`src/rtl/agc_pkg.sv`:
```
// Shared types and helpers for the multi-channel AGC measurement bank.
package agc_pkg;

    typedef enum logic [1:0] {
        IDLE = 2'd0,
        RUN  = 2'd1,
        SNAP = 2'd2
    } win_state_t;

    typedef enum logic {
        RD_IDLE = 1'b0,
        RD_SEND = 1'b1
    } rd_state_t;

    localparam int unsigned SQ_OFFSET_DEFAULT = 16384;

    // Slices up to 32 flags wide; narrower slices are zero-extended by the caller.
    function automatic logic [5:0] popcount(input logic [31:0] v);
        logic [5:0] n;
        n = '0;
        for (int i = 0; i < 32; i++) begin
            n = n + 6'(v[i]);
        end
        return n;
    endfunction

endpackage

```
`src/rtl/agc_chan_accum.sv`:
```
// One channel's saturating square-sum and probit-count accumulators.
module agc_chan_accum
    import agc_pkg::*;
#(
    parameter int          NSAMP     = 8,
    parameter int          ABITS     = 4,
    parameter int          SQ_BITS   = 25,
    parameter int          PR_BITS   = 21,
    parameter int unsigned SQ_OFFSET = SQ_OFFSET_DEFAULT
) (
    input  logic               clk_i,
    input  logic               ce,
    input  logic               load,
    input  logic [ABITS-1:0]   abs_mag,
    input  logic [NSAMP-1:0]   gt_flags,
    input  logic [NSAMP-1:0]   lt_flags,
    output logic [SQ_BITS-1:0] sq_sum,
    output logic [PR_BITS-1:0] gt_cnt,
    output logic [PR_BITS-1:0] lt_cnt
);

    // One spare bit above the widest operand catches the carry that means "clamp".
    localparam int SQ_W = ((SQ_BITS > 2 * ABITS) ? SQ_BITS : 2 * ABITS) + 1;
    localparam int PR_W = ((PR_BITS > 6) ? PR_BITS : 6) + 1;
    localparam logic [SQ_W-1:0] SQ_MAX = SQ_W'({SQ_BITS{1'b1}});
    localparam logic [PR_W-1:0] PR_MAX = PR_W'({PR_BITS{1'b1}});

    logic [2*ABITS-1:0] sq_term;
    logic [SQ_W-1:0]    sq_wide;
    logic [PR_W-1:0]    gt_wide;
    logic [PR_W-1:0]    lt_wide;
    logic [SQ_BITS-1:0] sq_next;
    logic [PR_BITS-1:0] gt_next;
    logic [PR_BITS-1:0] lt_next;

    always_comb begin
        sq_term = (2 * ABITS)'(abs_mag) * (2 * ABITS)'(abs_mag);
        sq_wide = SQ_W'(sq_sum) + SQ_W'(sq_term);
        gt_wide = PR_W'(gt_cnt) + PR_W'(popcount(32'(gt_flags)));
        lt_wide = PR_W'(lt_cnt) + PR_W'(popcount(32'(lt_flags)));
        sq_next = (sq_wide > SQ_MAX) ? '1 : sq_wide[SQ_BITS-1:0];
        gt_next = (gt_wide > PR_MAX) ? '1 : gt_wide[PR_BITS-1:0];
        lt_next = (lt_wide > PR_MAX) ? '1 : lt_wide[PR_BITS-1:0];
    end

    always_ff @(posedge clk_i) begin
        if (load) begin
            sq_sum <= SQ_BITS'(SQ_OFFSET);
            gt_cnt <= '0;
            lt_cnt <= '0;
        end else if (ce) begin
            sq_sum <= sq_next;
            gt_cnt <= gt_next;
            lt_cnt <= lt_next;
        end
    end

endmodule

```
`src/rtl/agc_accum_bank.sv`:
```
// NCHAN-channel AGC measurement bank: windowed accumulation, double-buffered
// snapshot and one-channel-per-beat streaming readout.
module agc_accum_bank
    import agc_pkg::*;
#(
    parameter int          NCHAN     = 8,
    parameter int          NSAMP     = 8,
    parameter int          ABITS     = 4,
    parameter int          SQ_BITS   = 25,
    parameter int          PR_BITS   = 21,
    parameter int          WIN_LOG2  = 17,
    parameter int unsigned SQ_OFFSET = SQ_OFFSET_DEFAULT,
    localparam int         CW        = (NCHAN > 1) ? $clog2(NCHAN) : 1
) (
    input  logic                   clk_i,
    input  logic                   rst_i,
    input  logic                   agc_tick_i,
    input  logic [NCHAN*ABITS-1:0] abs_i,
    input  logic [NCHAN*NSAMP-1:0] gt_i,
    input  logic [NCHAN*NSAMP-1:0] lt_i,
    output logic                   busy_o,
    output logic                   done_o,
    output logic                   overrun_o,
    output logic                   m_valid_o,
    input  logic                   m_ready_i,
    output logic [CW-1:0]          m_chan_o,
    output logic                   m_last_o,
    output logic [SQ_BITS-1:0]     m_sq_o,
    output logic [PR_BITS-1:0]     m_gt_o,
    output logic [PR_BITS-1:0]     m_lt_o,
    output win_state_t             win_state_o,
    output rd_state_t              rd_state_o
);

    win_state_t          win_state;
    rd_state_t           rd_state;
    logic [WIN_LOG2-1:0] win_cnt;
    logic [CW-1:0]       rd_chan;
    logic                last_chan;
    logic                acc_load;
    logic                acc_ce;

    logic [SQ_BITS-1:0] acc_sq  [NCHAN];
    logic [PR_BITS-1:0] acc_gt  [NCHAN];
    logic [PR_BITS-1:0] acc_lt  [NCHAN];
    logic [SQ_BITS-1:0] hold_sq [NCHAN];
    logic [PR_BITS-1:0] hold_gt [NCHAN];
    logic [PR_BITS-1:0] hold_lt [NCHAN];

    // Reset and every tick (including a restart) reload the window-start values.
    assign acc_load = rst_i | agc_tick_i;
    assign acc_ce   = (win_state == RUN);

    for (genvar c = 0; c < NCHAN; c++) begin : g_chan
        agc_chan_accum #(
            .NSAMP     (NSAMP),
            .ABITS     (ABITS),
            .SQ_BITS   (SQ_BITS),
            .PR_BITS   (PR_BITS),
            .SQ_OFFSET (SQ_OFFSET)
        ) u_accum (
            .clk_i    (clk_i),
            .ce       (acc_ce),
            .load     (acc_load),
            .abs_mag  (abs_i[ABITS*c +: ABITS]),
            .gt_flags (gt_i[NSAMP*c +: NSAMP]),
            .lt_flags (lt_i[NSAMP*c +: NSAMP]),
            .sq_sum   (acc_sq[c]),
            .gt_cnt   (acc_gt[c]),
            .lt_cnt   (acc_lt[c])
        );
    end

    // win_cnt wraps to zero on the last accumulating clock, ready for the next window.
    always_ff @(posedge clk_i) begin
        if (rst_i) begin
            win_state <= IDLE;
            win_cnt   <= '0;
            done_o    <= 1'b0;
        end else begin
            done_o <= 1'b0;
            unique case (win_state)
                IDLE: begin
                    if (agc_tick_i) begin
                        win_state <= RUN;
                        win_cnt   <= '0;
                    end
                end
                RUN: begin
                    if (agc_tick_i) begin
                        win_cnt <= '0;
                    end else begin
                        win_cnt <= win_cnt + WIN_LOG2'(1);
                        if (&win_cnt) win_state <= SNAP;
                    end
                end
                SNAP: begin
                    done_o    <= 1'b1;
                    win_cnt   <= '0;
                    win_state <= agc_tick_i ? RUN : IDLE;
                end
                default: win_state <= IDLE;
            endcase
        end
    end

    // Stream handshake: a beat transfers on a clock where m_valid_o && m_ready_i;
    // once valid is raised, channel and data hold until that transfer happens.
    assign last_chan = (rd_chan == CW'(NCHAN - 1));

    always_ff @(posedge clk_i) begin
        if (rst_i) begin
            rd_state  <= RD_IDLE;
            rd_chan   <= '0;
            overrun_o <= 1'b0;
            for (int c = 0; c < NCHAN; c++) begin
                hold_sq[c] <= SQ_BITS'(SQ_OFFSET);
                hold_gt[c] <= '0;
                hold_lt[c] <= '0;
            end
        end else begin
            if (rd_state == RD_SEND && m_ready_i) begin
                if (last_chan) begin
                    rd_state <= RD_IDLE;
                    rd_chan  <= '0;
                end else begin
                    rd_chan <= rd_chan + CW'(1);
                end
            end
            // A snapshot arriving while beats are still outstanding is dropped.
            if (win_state == SNAP) begin
                if (rd_state == RD_IDLE) begin
                    rd_state <= RD_SEND;
                    rd_chan  <= '0;
                    for (int c = 0; c < NCHAN; c++) begin
                        hold_sq[c] <= acc_sq[c];
                        hold_gt[c] <= acc_gt[c];
                        hold_lt[c] <= acc_lt[c];
                    end
                end else begin
                    overrun_o <= 1'b1;
                end
            end
        end
    end

    assign busy_o      = (win_state != IDLE);
    assign m_valid_o   = (rd_state == RD_SEND);
    assign m_last_o    = m_valid_o && last_chan;
    assign m_chan_o    = rd_chan;
    assign m_sq_o      = hold_sq[rd_chan];
    assign m_gt_o      = hold_gt[rd_chan];
    assign m_lt_o      = hold_lt[rd_chan];
    assign win_state_o = win_state;
    assign rd_state_o  = rd_state;

endmodule

```
`config.mk`:
```
export PLATFORM = sky130hd
export DESIGN_NAME = agc_accum_bank
export DESIGN_NICKNAME = d
export VERILOG_FILES = /design/src/rtl/agc_pkg.sv /design/src/rtl/agc_chan_accum.sv /design/src/rtl/agc_accum_bank.sv
export SDC_FILE = /design/constraint.sdc
export NUM_CORES = 2
export LEC_CHECK = 0
export BUFFER_PORTS_ARGS = -buffer_cell sky130_fd_sc_hd__buf_2
export CAP_MARGIN = 40
export CORE_MARGIN = 5
export CORE_UTILIZATION = 58
export CTS_BUF_LIST = sky130_fd_sc_hd__clkbuf_8
export CTS_CLUSTER_SIZE = 14
export DETAILED_ROUTE_END_ITERATION = 16
export PLACE_DENSITY = 0.84
export SYNTH_ARGS = -nofsm -noshare
export SYNTH_HDL_FRONTEND = slang
export SYNTH_SLANG_ARGS = --single-unit
export TNS_END_PERCENT = 50
```
`constraint.sdc`:
```
create_clock -name clk_i -period 27.9 [get_ports clk_i]
set_input_delay 2.79 -clock clk_i [delete_from_list [all_inputs] [get_ports clk_i]]
set_output_delay 2.79 -clock clk_i [all_outputs]
set_load 0.02 [all_outputs]
```
# After elaboration in Yosys (flattened, before gate mapping)
# Memories as Yosys holds them, arrays and structs flattened. A register that Yosys moved wholly into a read port is not among the register bits.
# Index checks and enable logic that the tools add are counted.
# word_totals
ff_bits	561
latch_bits	0
ramBits	536
mem_bits_ro	0
inputBits	164
output_inout_bits	78
word_cells	317
mem_count	3
# op_classes
addsub	138
multipliers	8
n_div	0
magnitude_cmp	24
eq_ne	6
shift	0
muxes	74
bitwise_logic	25
reduce_logical	9
# memory_table
memory	depth	width	read_ports	rd_ports_with_merged_regs	write_ports	line_no	source
hold_sq	8	25	1	1	8	agc_accum_bank.sv:46	logic [SQ_BITS-1:0] hold_sq [NCHAN];
hold_gt	8	21	1	1	8	agc_accum_bank.sv:47	logic [PR_BITS-1:0] hold_gt [NCHAN];
hold_lt	8	21	1	1	8	agc_accum_bank.sv:48	logic [PR_BITS-1:0] hold_lt [NCHAN];
# op_table
op	count
21-bit 2-to-1 mux	32
6-bit by 1-bit adder with 6-bit output	96
25-bit 2-to-1 mux	16
21-bit by 6-bit adder with 22-bit output	16
22-bit by 21-bit greater-than comparator with 1-bit output (second input constant)	16
25-bit by 8-bit adder with 26-bit output	8
26-bit by 25-bit greater-than comparator with 1-bit output (second input constant)	8
4-bit by 4-bit multiplier with 8-bit output	8
17-bit case mux with 3 select lines	1
17-bit 2-to-1 mux	2
1-bit by 1-bit adder with 2-bit output	16
1-bit bitwise OR	25
3-bit 2-to-1 mux	7
17-bit by 1-bit adder with 17-bit output (second input constant)	1
17-bit AND reduction	1
1-bit 2-to-1 mux	12
2-bit 2-to-1 mux	3
2-bit case mux with 3 select lines	1
2-bit != test (second input constant)	2
2-bit AND reduction	2
3-bit by 1-bit adder with 3-bit output (second input constant)	1
3-bit equality test (second input constant)	1
3-bit AND reduction	1
3-bit nonzero test	1
6 further kinds	7

# Depth between registers and ports, before layout
# depth
ltp_word	10
depth_mapped	16
depth_no_buf	15

# By module
# Synthesis repeated with hierarchy kept, for this count alone.
# unflattened
hier_cells	5385
area_unflattened_um2	59759.8
# modules_own_cells
module	n_inst	cells_each	area_each_um2	seq_area_each_um2
agc_accum_bank	1	1546	25077.8	16595.9
agc_chan_accum at g_chan[0].u_accum ...	5	478	4360.4	1341.3
agc_chan_accum at g_chan[7].u_accum	1	503	4401.7	1341.3
agc_chan_accum at g_chan[6].u_accum	1	484	4304.1	1341.3
agc_chan_accum at g_chan[5].u_accum	1	462	4174.0	1341.3

# Worst setup path after synthesis
# Ideal clock, no wire load.
# synth_path
path_type	reg-to-reg
startpoint	register win_state[0] (netlist: win_state_o[0])
endpoint	memory hold_gt[0][0], enable pin
setup_ps	1555
arrival_ps	25316
required_time_ps	26345
path_slack_ps	1029
path_stages_with_launch	4
path_buffers	1
synth_period_minus_slack_ps	26871
path_cell_list	dfxtp_1 -> nand2b_1 -> clkbuf_1 -> o21bai_1
# synth_rtl
item	line_no	source
from (decl)	agc_accum_bank.sv:35	win_state_t win_state;
from (signal assigned)	agc_accum_bank.sv:100	win_state <= agc_tick_i ? RUN : IDLE;
to (decl)	agc_accum_bank.sv:47	

# Worst setup path after layout
# layout_path
startpoint	input lt_i[40]
endpoint	register g_chan[5].u_accum.lt_cnt[18]
# layout_via
elab_chain_len	10
# layout_lines
item	line_no	source
from (decl)	agc_accum_bank.sv:20	input logic [NCHAN*NSAMP-1:0] lt_i,
1-bit by 1-bit adder with 2-bit output *	agc_pkg.sv:22	n = n + 6'(v[i]);
6-bit by 1-bit adder with 6-bit output * (6 in series)	agc_pkg.sv:22	
21-bit by 6-bit adder with 22-bit output *	agc_chan_accum.sv:40	lt_wide = PR_W'(lt_cnt) + PR_W'(popcount(32'(lt_flags)));
22-bit by 21-bit greater-than comparator with 1-bit output	agc_chan_accum.sv:43	lt_next = (lt_wide > PR_MAX) ? '1 : lt_wide[PR_BITS-1:0];
21-bit 2-to-1 mux *	agc_chan_accum.sv:43	
to (signal assigned)	agc_chan_accum.sv:54	lt_cnt <= lt_next;
to (decl)	agc_chan_accum.sv:19	output logic [PR_BITS-1:0] lt_cnt
# Mark *: on every way between the ends. The rest lies on a longest branch, timed or not.
# A chain may end at the register's enable or synchronous reset.

==> results_dict.tcl <==
set metrics [dict create \
    numCtsBuffers 176 \
    grt_pass1_vias 41700 \
    crit_buf_inv 2 \
    min_path_type "flip-flop to flip-flop" \
    finClkSkew_ns 0.0409 \
    die_w_um 325 \
    via_per_inst 6.09 \
    worstSetupEndpointType "flip-flop" \
    power_mw 3.53 \
    cts_resized 0 \
    clock_path_buffers 3 \
    status "complete, no violations" \
    yosys-top-cells-area "edfxtp_1, dfxtp_1, mux4_2, ha_1, and2_1" \
    area_delta_synth_final_pct 10.4 \
    drt_iter0_drc 4372 \
    fillers 7283 \
    dr.pass1.iters 7 \
    synth_edf_count 536 \
    ios 242 \
    crit_required_ns 28.67 \
    powerDensity_mw_per_mm2 55.7 \
    drive_gt1_frac 0.146 \
    netlist_area_mm2 0.0574 \
    cts_tree "built" \
    portBuffers 241 \
    post_drt_wl_per_cell_um 20.7 \
    synth-seq-cells 1097 \
    cts-root-buf "clkbuf_8" \
    fin_crit_sh 0.240 \
    crit_family "adder cells" \
    coreArea_mm2 0.0984 \
    avgSynthCellArea_um2 10.7 \
    slew_violations 0 \
    slew_headroom 0.268 \
    grt_usage 0.268 \
    start_kind "primary input" \
    worst-setup-path-type "primary input to flip-flop" \
    final_nets 6043 \
    rsz0062_at_grt "no" \
    clk-insertion-delay-late_ns 0.85 \
    syn_inst 5348 \
    clkSinkCount 1097 \
    finalSetupViolations 0 \
    synth_top_area_frac 0.280 \
    cp_slowest_stage_delay_ns 0.71 \
    synthFlopType "dfxtp_1" \
    yosys.area.top_type "edfxtp_1" \
    fmax_mhz 149 \
    die_h_um 325 \
    worstPathCellList "buf_2 > ha_1 > inv_1 > fa_1 > fa_1 > fa_1 > fa_1 > xnor2_1 > ha_1 > a21oi_1 > a21boi_0 > o2111ai_1 > or3_1 > a21oi_1" \
    finalSetupTns_ns 0 \
    tightest_slew_ns 1.10 \
    path_clk_slew_ns 0.06 \
    rows 115 \
    cp_slowest_cell "or3_1" \
    ys_types 95 \
    antenna_found_initial 16 \
    gp_congestion 0.928 \
    ctsHoldBuffers 0 \
    async_reset_ff_frac 0 \
    synth_seq_area_share 0.476 \
    ir_worst_vdd_v 0.0000361 \
    post-cts-setup-buffers 0 \
    grt-ovfl-total 0 \
    wirelength_um 145000 \
    hold_viol_final 0 \
    htreeDepth 4 \
    max_cap_violations 0 \
    drc 0 \
    crit_top_cell "fa_1" \
    routed-via-count 42600 \
    start_util 0.584 \
    synth_nets 5844 \
    dpl.hpwl_um 98900 \
    ant_nets 0 \
    yosysWarnings 0 \
    grt_start_max_net_pins 240 \
    cp_max_fo 17 \
    min_period_ns 6.69 \
    p_leak_nw 24.0 \
    grt_pass1_wl_um 228000 \
    dieArea_mm2 0.105 \
    cp.arrival_ns 7.47 \
]
## logic make-up (layout without fill, tap and decap cells)
kind of cell             after synthesis  in the layout  synth area share
AND/OR/NAND/NOR                     1812           1812             0.175
flip-flops                          1097           1097             0.476
AO/OA/AOI/OAI                        980            980             0.107
buffers and inverters                587            941            0.0400
adder cells (fa/ha/maj)              332            332            0.0850
XOR/XNOR                             319            319            0.0486
multiplexers                         221            221            0.0691
other                                  0              5                 0
## layout make-up
cell class                 instances  area, um^2  area share
multi-input combinational       3664       27900       0.439
sequential                      1097       27300       0.431
antenna                            5        12.5    0.000197
timing repair buffer             287        1760      0.0278
tap                             1287        1610      0.0254
clock inverter                   124         754      0.0119
clock buffer                     209        2880      0.0454
inverter                         321        1200      0.0190
## final timing paths
path              slack (ns)                            to  depth (start not counted)            from
hold / removal          0.47                     overrun_o                          2       overrun_o
hold reg to reg         0.47                     overrun_o                          2       overrun_o
setup reg to reg       24.23  g_chan[1].u_accum.sq_sum[22]                          8  win_state_o[0]
setup / recovery       21.21  g_chan[5].u_accum.lt_cnt[18]                         14        lt_i[40]
## worst min-delay path: stages, from the launching register on
cell and delay, ns:
dfxtp_1 0.33, a21oi_1 0.04, nor2_1 0.07
## synth_stat cells (all sizes together) (57+ instances only)
library cell and n:
o21ai 176, nand3 170, and2 419, nand4 75, a31oi 116, nor3 100
inv 321, fa 97, and4 57, ha 235, a211oi 58, mux2 67
xnor2 164, a21oi 391, nor2b 181, dfxtp 561, and3 99, xor2 155
clkbuf 196, nand2 323, edfxtp 536, nor2 229, mux4 134, buf 70
## stage by stage
step	worst slack [ns]	util	cell area, um^2	std cells	hold WS (ns)
2_1_floorplan	1.03	-	57400	5348	0.441
3_3_place_gp	20.58	0.605	59500	6644	0.450
3_5_place_dp	20.45	0.607	59800	6656	0.460
4_1_cts	21.26	0.644	63400	6989	0.476
5_1_grt	21.01	0.644	63400	6991	0.511
6_report	21.21	0.644	63400	6994	0.472
## metal layers
| layer | up-vias | wire (um) | global-route usage |
|---|---|---|---|
| met1 | 20800 | 57600 | 0.357 |
| met5 | - | 76 | 0 |
| met2 | 1799 | 69100 | 0.438 |
| li1 | 19700 | - | - |
| met3 | 332 | 12400 | 0.0512 |
| met4 | 12 | 5460 | 0.105 |
## placed cells by master (no fill, tap or decap), types with 15 or more instances in the layout
| cell type | count |
|---|---|
| dfxtp_1 | 557 |
| edfxtp_1 | 536 |
| and2_1 | 416 |
| a21oi_1 | 385 |
| inv_1 | 373 |
| nand2_1 | 322 |
| buf_2 | 241 |
| ha_1 | 235 |
| nor2_1 | 227 |
| clkbuf_8 | 209 |
| nor2b_1 | 181 |
| o21ai_0 | 171 |
| nand3_1 | 167 |
| xnor2_1 | 164 |
| xor2_1 | 155 |
| mux4_2 | 134 |
| a31oi_1 | 116 |
| and3_1 | 99 |
| fa_1 | 97 |
| nor3_1 | 95 |
| nand4_1 | 70 |
| mux2_2 | 67 |
| and4_1 | 55 |
| a211oi_1 | 52 |
| nor4_1 | 45 |
| a21o_1 | 42 |
| o21a_1 | 40 |
| clkinv_1 | 32 |
| buf_4 | 32 |
| a311oi_1 | 26 |
| clkinv_2 | 21 |
| or3_1 | 20 |
| mux2i_1 | 20 |
| o221a_2 | 17 |
| and4b_1 | 16 |
| o211ai_1 | 15 |
## state kept, by name, summed over array words and instances, names as in the netlist
register and count:
g_chan.u_accum.sq_sum 200, hold_sq 200, g_chan.u_accum.gt_cnt 168, g_chan.u_accum.lt_cnt 168, hold_gt 168, hold_lt 168
win_cnt 17, m_chan_o 3, win_state_o 2, done_o 1, m_valid_o 1, overrun_o 1
## report_power, final
| group | total [mW] | switching (mW) | internal (mW) |
|---|---|---|---|
| Clock | 1.41 | 0.670 | 0.744 |
| Combinational | 0.366 | 0.217 | 0.148 |
| Sequential | 1.76 | 0.0242 | 1.73 |
No activity file was read; power rests on OpenSTA's default activity.
